File: src/rtl/fft_pkg.sv
// rtl/fft_pkg.sv - shared FSM encodings and address helpers for the FFT write path
package fft_pkg;

    typedef enum logic [2:0] {
        IDLE    = 3'd0,
        WAIT    = 3'd1,
        WRITE_1 = 3'd2,
        WRITE_2 = 3'd3,
        DONE    = 3'd4
    } wr_state_t;

    function automatic int unsigned half_span(input int unsigned stage);
        return 32'd1 << (stage - 1);
    endfunction

    function automatic int unsigned span(input int unsigned stage);
        return 32'd1 << stage;
    endfunction

    // Top-word address of pair p: group base (p div H) * 2H plus offset p mod H.
    function automatic int unsigned top_address(input int unsigned p, input int unsigned stage);
        return ((p >> (stage - 1)) * span(stage)) | (p & (half_span(stage) - 1));
    endfunction

endpackage

File: src/rtl/pair_fifo.sv
// rtl/pair_fifo.sv - two-entry FIFO holding butterfly result pairs
module pair_fifo #(
    parameter int DW = 64
) (
    input  logic          clk,
    input  logic          rst,
    input  logic          push,
    input  logic [DW-1:0] push_data,
    input  logic          pop,
    output logic [DW-1:0] head,
    output logic          empty,
    output logic          full
);

    logic [DW-1:0] mem [2];
    logic          wr_idx;
    logic          rd_idx;
    logic [1:0]    count;
    logic          do_push;
    logic          do_pop;

    assign empty   = (count == 2'd0);
    assign full    = (count == 2'd2);
    assign head    = mem[rd_idx];
    assign do_push = push && !full;
    assign do_pop  = pop && !empty;

    always_ff @(posedge clk) begin
        if (rst) begin
            count  <= 2'd0;
            wr_idx <= 1'b0;
            rd_idx <= 1'b0;
        end else begin
            if (do_push) wr_idx <= !wr_idx;
            if (do_pop)  rd_idx <= !rd_idx;
            count <= count + {1'b0, do_push} - {1'b0, do_pop};
        end
    end

    always_ff @(posedge clk) begin
        if (do_push) mem[wr_idx] <= push_data;
    end

endmodule

File: src/rtl/wr_addr_generator.sv
// rtl/wr_addr_generator.sv - serialises butterfly pairs into in-place FFT memory writes
module wr_addr_generator
    import fft_pkg::*;
#(
    parameter int stage_FFT = 2,
    parameter int N         = 16,
    parameter int SIZE      = 4,
    parameter int WIDTH     = 32
) (
    input  logic             clk,
    input  logic             rst,
    input  logic             start_stage,
    input  logic             in_valid,
    input  logic [WIDTH-1:0] in_top,
    input  logic [WIDTH-1:0] in_bot,
    output logic             in_ready,
    output logic             en_wr,
    output logic [SIZE-1:0]  wr_ptr,
    output logic [WIDTH-1:0] wr_data,
    output logic             stage_done
);

    localparam int unsigned     H     = half_span(stage_FFT);
    localparam logic [SIZE-1:0] PAIRS = SIZE'(N / 2);

    wr_state_t          state;
    wr_state_t          state_n;
    logic [SIZE-1:0]    acc_cnt;
    logic [SIZE-1:0]    wr_cnt;
    logic [SIZE-1:0]    top_addr;
    logic [2*WIDTH-1:0] fifo_head;
    logic [2*WIDTH-1:0] head_pair;
    logic [WIDTH-1:0]   bot_hold;
    logic               fifo_empty;
    logic               fifo_full;
    logic               armed;
    logic               push;
    logic               avail;
    logic               take;
    logic               fifo_push;
    logic               fifo_pop;

    assign armed      = (state == WAIT) || (state == WRITE_1) || (state == WRITE_2);
    assign in_ready   = armed && !fifo_full && (acc_cnt < PAIRS);
    assign push       = in_valid && in_ready;
    assign avail      = !fifo_empty || push;
    assign take       = (state_n == WRITE_1);
    // An empty FIFO lets the incoming pair bypass straight into WRITE_1 for 1-cycle latency.
    assign head_pair  = fifo_empty ? {in_top, in_bot} : fifo_head;
    assign fifo_push  = push && !(fifo_empty && take);
    assign fifo_pop   = take && !fifo_empty;
    assign top_addr   = SIZE'(top_address(32'(wr_cnt), stage_FFT));
    assign stage_done = (state == DONE);

    pair_fifo #(.DW(2 * WIDTH)) u_pair_fifo (
        .clk       (clk),
        .rst       (rst),
        .push      (fifo_push),
        .push_data ({in_top, in_bot}),
        .pop       (fifo_pop),
        .head      (fifo_head),
        .empty     (fifo_empty),
        .full      (fifo_full)
    );

    always_comb begin
        state_n = state;
        case (state)
            IDLE:    if (start_stage) state_n = WAIT;
            WAIT:    if (avail) state_n = WRITE_1;
            WRITE_1: state_n = WRITE_2;
            WRITE_2: begin
                if (wr_cnt == PAIRS) state_n = DONE;
                else if (avail)      state_n = WRITE_1;
                else                 state_n = WAIT;
            end
            DONE:    state_n = IDLE;
            default: state_n = IDLE;
        endcase
    end

    always_ff @(posedge clk) begin
        if (rst) begin
            state    <= IDLE;
            acc_cnt  <= '0;
            wr_cnt   <= '0;
            bot_hold <= '0;
            en_wr    <= 1'b0;
            wr_ptr   <= '0;
            wr_data  <= '0;
        end else begin
            state   <= state_n;
            en_wr   <= 1'b0;
            wr_ptr  <= '0;
            wr_data <= '0;
            if (state == IDLE && start_stage) begin
                acc_cnt <= '0;
                wr_cnt  <= '0;
            end else begin
                if (push)             acc_cnt <= acc_cnt + SIZE'(1);
                if (state == WRITE_1) wr_cnt  <= wr_cnt + SIZE'(1);
            end
            // wr_cnt advances while leaving WRITE_1, so both words of a pair see the same index.
            if (take) begin
                en_wr    <= 1'b1;
                wr_ptr   <= top_addr;
                wr_data  <= head_pair[2*WIDTH-1:WIDTH];
                bot_hold <= head_pair[WIDTH-1:0];
            end else if (state == WRITE_1) begin
                en_wr   <= 1'b1;
                wr_ptr  <= top_addr + SIZE'(H);
                wr_data <= bot_hold;
            end
        end
    end

endmodule

File: config.mk
export PLATFORM = sky130hd
export DESIGN_NAME = wr_addr_generator
export DESIGN_NICKNAME = d
export VERILOG_FILES = /design/src/rtl/fft_pkg.sv /design/src/rtl/pair_fifo.sv /design/src/rtl/wr_addr_generator.sv
export SDC_FILE = /design/constraint.sdc
export NUM_CORES = 1
export LEC_CHECK = 0
export ABC_CLOCK_PERIOD_IN_PS = 6900
export CAP_MARGIN = 40
export CORE_MARGIN = 1
export CORE_UTILIZATION = 58
export DETAILED_ROUTE_END_ITERATION = 6
export HOLD_SLACK_MARGIN = 0.08
export PLACE_DENSITY_LB_ADDON = 0.05
export SYNTH_ARGS = -nofsm -noshare
export SYNTH_HDL_FRONTEND = slang
export SYNTH_SLANG_ARGS = --single-unit
File: constraint.sdc
create_clock -name clk -period 6.9 [get_ports clk]
set_clock_uncertainty 0.1 [all_clocks]
set_input_delay 1.035 -clock clk [delete_from_list [all_inputs] [get_ports clk]]
set_output_delay 1.035 -clock clk [all_outputs]
set_load 0.05 [all_outputs]
**After elaboration in Yosys (flattened, before gate mapping)**

Memories as Yosys holds them, arrays and structs flattened. A register that Yosys moved wholly into a read port is not among the register bits.
Cells that the tools add are included.

- Bits in registers: 84
- Latch bits: 0
- Bits in writable memories: 128
- Memory bits (read-only): 0
- Input bits: 68
- Output and inout bits: 39
- Word-level logic and storage cells: 61
- Memories: 1

Memories:

| name | words | bits a word | read ports | clocked after memory_dff | wr ports | RTL line | text |
|---|---|---|---|---|---|---|---|
| u_pair_fifo.mem | 2 | 64 | 1 | 1 | 1 | pair_fifo.sv:15 | `logic [DW-1:0] mem [2];` |

- $add $sub $neg: 5
- Multipliers: 0
- Divide/modulo/power cells: 0
- $lt $le $gt $ge: 1
- Eq/ne operators: 7
- Shift-type cells: 0
- Muxes and demuxes: 16
- Bitwise logic cells: 1
- Reduce and logical (&&, ||, !) cells: 20

Operators by type and width:

| operator | number |
|---|---|
| $mux 32 | 2 |
| $mux 64 | 1 |
| $pmux 3 s4 | 1 |
| $eq 3x2->1 const B | 3 |
| $logic_and 1x1->1 | 9 |
| $mux 3 | 3 |
| $add 4x1->4 const B | 2 |
| $mux 4 | 2 |
| $mux 1 | 6 |
| $logic_not 1->1 | 5 |
| $add 4x2->4 const B | 1 |
| $eq 4x4->1 const B | 1 |
| $lt 4x4->1 const B | 1 |
| $or 4x1->4 | 1 |
| $eq 3x1->1 const B | 1 |
| $eq 3x3->1 const B | 1 |
| $logic_not 3->1 | 1 |
| $logic_or 1x1->1 | 3 |
| $add 2x1->2 | 1 |
| $eq 2x2->1 const B | 1 |
| $logic_not 2->1 | 1 |
| $mux 2 | 1 |
| $reduce_or 2->1 | 1 |
| $sub 2x1->2 | 1 |

**Longest topological paths before layout**

- Depth in word-level cells: 17
- Depth in mapped cells: 11
- Gate-level depth less buffers: 11

**Cells and area by module**

From an unflattened synthesis, not the netlist that was laid out.

- Cell total of the unflattened synthesis: 622
- Area, all modules: 8548.2 um^2

Modules (own cells, without submodules):

| module | instances | cells an instance | area each (um^2) | seq. area each (um^2) |
|---|---|---|---|---|
| pair_fifo | 1 | 226 | 4848.4 | 3943.8 |
| wr_addr_generator | 1 | 396 | 3699.8 | 1601.5 |

**Least setup slack after synthesis**

Ideal clock, no wire load.

- Kind: input to register
- Start point: input in_valid
- End point: memory u_pair_fifo.mem[0][0] (enable)
- Setup time: 487 ps
- Arrival: 4062 ps
- Required time: 6313 ps
- Path slack: 2251 ps
- Cell stages on the path: 3
- Path buffers: 0
- Cells stage by stage: nor3b_1 o21ai_0 nor2_1

- Longest elaborated chain between the ends: 12
- Elaborated cells between the ends (all ways): 13
- Those cells by class: 1 x eq/ne; 6 x mux; 6 x reduce/logical

RTL lines:

| what | RTL line | text |
|---|---|---|
| from (decl) | wr_addr_generator.sv:13 | `input logic in_valid,` |
| $logic_and 1x1->1 * | wr_addr_generator.sv:45 | `assign push = in_valid && in_ready;` |
| $logic_or 1x1->1 | wr_addr_generator.sv:46 | `assign avail = !fifo_empty \|\| push;` |
| $mux 2 | wr_addr_generator.sv:74 | `else if (avail) state_n = WRITE_1;` |
| $mux 3 | wr_addr_generator.sv:73 | `if (wr_cnt == PAIRS) state_n = DONE;` |
| $pmux 3 s4 | wr_addr_generator.sv:68 | `case (state)` |
| $eq 3x2->1 | wr_addr_generator.sv:47 | `assign take = (state_n == WRITE_1);` |
| $logic_and 1x1->1 | wr_addr_generator.sv:50 | `assign fifo_push = push && !(fifo_empty && take);` |
| $logic_not 1->1 | wr_addr_generator.sv:50 |  |
| $logic_and 1x1->1 * | wr_addr_generator.sv:50 |  |
| $logic_and 1x1->1 * | pair_fifo.sv:25 | `assign do_push = push && !full;` |
| $mux 1 * | pair_fifo.sv:41 | `if (do_push) mem[wr_idx] <= push_data;` |
| $mux 1 (implied by the code) * | pair_fifo.sv:41 |  |
| to (decl) | pair_fifo.sv:15 |  |

Mark *: on every way between the ends. The rest lies on a longest branch, timed or not.

**Worst setup path after layout**

- Start point: register state[0]
- End point: output in_ready

- Longest elaborated chain between the ends: 5
- Elaborated cells between the ends (all ways): 7
- Those cells by class: 3 x eq/ne; 4 x reduce/logical

RTL lines:

| what | RTL line | text |
|---|---|---|
| from (decl) | wr_addr_generator.sv:26 | `wr_state_t state;` |
| from (signal assigned) | wr_addr_generator.sv:92 | `state <= state_n;` |
| $eq 3x1->1 or $eq 3x2->1 (tied branches) | wr_addr_generator.sv:43 | `assign armed = (state == WAIT) \|\| (state == WRITE_1) \|\| (state == WRITE_2);` |
| $logic_or 1x1->1 | wr_addr_generator.sv:43 |  |
| $logic_or 1x1->1 * | wr_addr_generator.sv:43 |  |
| $logic_and 1x1->1 * (2 in a row) | wr_addr_generator.sv:44 | `assign in_ready = armed && !fifo_full && (acc_cnt < PAIRS);` |
| to (decl) | wr_addr_generator.sv:16 | `output logic in_ready,` |

Marked as above.

==> impl_summary.md <==
Floorplan
The die covers 14000 um^2. The initial utilization of the core area, before any placement, comes to 0.594. The floorplan has 42 rows. The I/O pin total is 107. Measured along the x axis, the die boundary spans 118 um. The die is 118 um tall. In this run the standard cell core region covers 13200 um^2.

Yosys
Yosys mapped the design onto 37 distinct sky130hd cell types. The number of warnings issued by yosys is 0. By count the netlist is led by edfxtp_1 (128), dfxtp_1 (85), nor2_1 (84). The share of synthesized registers carrying an async set or reset is 0. The share of the Yosys chip area taken by registers is 0.705. Sorting the synthesized cells by area gives the leading types as edfxtp_1 (49%), dfxtp_1 (22%), mux2i_1 (8.3%), a221o_1 (5.2%), nor2_1 (4.0%). Summing every instance area after synthesis gives 7860 um^2. Synthesis inferred 213 register bits.

After technology mapping, the gate count stands at 567. The synthesized netlist net count is 640. The per-instance average area after synthesis is 13.9 um^2. The most frequent cell after synthesis is edfxtp_1. The cell taking the most area after synthesis is edfxtp_1. The proportion of netlist area held by the largest area contributor is 0.489.

The top flip-flop cell by instance count after synthesis is edfxtp_1. Yosys mapped a number of flops with a built-in enable equal to 128.

Worst setup path
STA classifies the critical path startpoint as a flip-flop. Traced cell by cell, the critical path runs through o21bai_2 > nor3_1 > clkdlybuf4s50_1. The worst path arrival time is 2350 ps.

For this design, the slowest cell found on the critical path is clkdlybuf4s50_1. The critical path is of the flip-flop to primary output type. The largest fanout of any net on the critical path is 14. The delay of the slowest cell on the worst path is 840 ps.

The required time at the endpoint of the critical path is 5760 ps. The worst setup path is captured at a primary output.

Timing
The relative max-transition margin is 0.396. In the finished design, the share of the clock period the worst path needs comes to 0.505. In the final timing run, aggregate negative setup slack is 0 ps. The worst setup slack after layout is 3420 ps. The number of pins exceeding their max-slew limit in the final report came to 0. Setup repair after global routing left no endpoint under its margin. The actual slew at the worst max-slew pin is 905 ps. Setup violations remaining at the end of the flow were counted as 0. Derived from the worst setup path, the maximum achievable clock frequency is 287 MHz. The count of final hold-check violations is 0. Counting I/O delays and the setup requirement, the final critical path takes 3480 ps.

Route
The detailed-route DRC error count is 0. The length of the first detailed-routing pass in iterations is 7. The total vias in the final route is 4880. The number of DRC markers in iteration 0 is 358. The mean routed wirelength per cell is 18.8 um. Once detail routing completed, the nets flagged for antenna violations numbered 0. Summed over all layers, the routed wires come to 16200 um.

The via density per instance is 5.66.

CTS
The clock tree root buffer cell is clkbuf_16. Buffers inserted to repair hold after CTS numbered 0. The post-CTS setup buffer count is 0. Clock tree synthesis inserted a total of 21 buffers. The later-pin clock latency in the skew report is 490 ps. The clock tree from TritonCTS is built.

The CTS H-tree depth is 1. Clock-pin slew was measured on the worst setup and hold paths at 60 ps. The count of instances resized after the clock tree is built is 0. The buffer depth of the longest clock path is 3. For this design, the sink count on the clock tree is 213.

Placed design
The final RePlAce weighted congestion is 0.786. The HPWL after detailed placement is 10000 um. The pre-CTS setup slack is 2940 ps.

During placement, the flow inserted port buffers numbering 106. The placed instance area is 9150 um^2.

Final layout
The net count of the finished layout is 745. The synthesis-to-finish area growth is 24.7%. Of the cells placed in the final design, the portion with a size suffix greater than 1 is 0.0743.

Summing all multi-input logic gate instances after layout gives 2170 um^2. The number of antenna diodes is 0. Registers take 5550 um^2.

The number of fill cells is 900. The final cell area excluding filler cells is 9810 um^2. At the end of the flow the core is filled with cells to 0.741.

Power
The static leakage is 3.30 nW. Across the VDD grid, the largest voltage drop is 219 uV. The total power divided by cell area is 342 nW/um^2.

Job
The number of maximum-capacitance constraint violations is 0.

Global route
Entering global routing, the biggest net connects 40 pins. The number of global-route vias before repair is 5052. The initial antenna violation count is 0. In the global route stage, overall resource usage came out at 0.234. The first global-routing pass estimated 25700 um of wire.

The total grt overflow is 0.

Min path
The kind of path behind the tightest hold check is flip-flop to flip-flop.

Run status
The run finished with clean final reports.
routing by layer:
| layer | wire, um | track usage | vias to the layer above |
|---|---|---|---|
| met4 | 250 | 0.0633 | 0 |
| li1 | - | - | 2310 |
| met1 | 7030 | 0.309 | 2380 |
| met5 | 0 | 0 | - |
| met3 | 1000 | 0.0367 | 29 |
| met2 | 7890 | 0.403 | 161 |
cell usage in the layout (no fill, tap or decap), types with 3 or more instances in the layout:
cell type | synthesis | layout
edfxtp_1 | 128 | 128
clkdlybuf4s50_1 | 0 | 106
dfxtp_1 | 85 | 84
nor2_1 | 84 | 81
mux2i_1 | 65 | 65
a221o_1 | 41 | 41
a21oi_1 | 26 | 26
o21ai_0 | 25 | 25
nand2_1 | 25 | 25
clkbuf_16 | 0 | 21
inv_1 | 9 | 9
ha_1 | 5 | 5
clkbuf_1 | 14 | 5
buf_4 | 4 | 5
xor2_1 | 4 | 4
clkbuf_8 | 0 | 4
nand4_1 | 3 | 3
nor2b_1 | 5 | 3
and2_1 | 3 | 3
xnor2_1 | 3 | 3
clkinv_1 | 0 | 3
clkinv_2 | 0 | 3
path summary, 6_finish.rpt:
kind,from,end,slack (ps),cells past startpoint
worst max-delay path,state[0]$_SDFF_PP0_,in_ready,3420,3
worst max register to register,state[0]$_SDFF_PP0_,u_pair_fifo.mem[0][14]$_DFFE_PP_,3670,5
worst min-delay path,bot_hold[16]$_SDFFE_PP0P_,wr_data[16]$_SDFF_PP0_,370,2
worst min register to register,bot_hold[16]$_SDFFE_PP0P_,wr_data[16]$_SDFF_PP0_,370,2
stage by stage:
step	hold WS [ps]	cells	power [mW]
CTS	368	862	3.38
detailed placement	353	825	2.30
global placement	354	821	2.26
finish	368	862	3.36
global route	387	862	3.50
floorplan	326	567	2.06
worst max-delay path, delay by kind of cell, from the launching register on:
| family | cells | cell delay, ps |
|---|---|---|
| simple gates | 1 | 210 |
| flops | 1 | 620 |
| buf+inv | 1 | 840 |
| compound gates | 1 | 190 |
cells by family after synthesis:
logic type / after synthesis / share of synthesized area
flops: 213 / 0.705
xor+xnor: 7 / 0.00780
buf+inv: 42 / 0.0237
fa+ha+maj: 5 / 0.00796
compound gates: 98 / 0.0915
simple gates: 136 / 0.0797
mux: 66 / 0.0842
area by class of cell:
type / count / area share
clock buffers: 30 / 0.0611
clock inverters: 7 / 0.00574
inverters: 9 / 0.00344
multi-input cells: 312 / 0.222
flip-flops and latches: 213 / 0.566
well taps: 176 / 0.0225
repair buffers: 115 / 0.120
registers in the layout, summed over array words and instances (netlist names), named ones only:
signal              cells
wr_data                32
u_pair_fifo.mem       128
u_pair_fifo.count       2
bot_hold               32
u_pair_fifo.wr_idx      1
state                   3
acc_cnt                 4
wr_cnt                  4
en_wr                   1
wr_ptr                  4
u_pair_fifo.rd_idx      1
power breakdown:
| group | total, mW | internal [mW] | leakage [nW] | switching (mW) |
|---|---|---|---|---|
| Sequential | 1.59 | 1.50 | 1.85 | 0.0870 |
| Combinational | 0.688 | 0.277 | 1.13 | 0.412 |
| Clock | 1.08 | 0.639 | 0.324 | 0.440 |
Power figures use the tool's default switching activity.
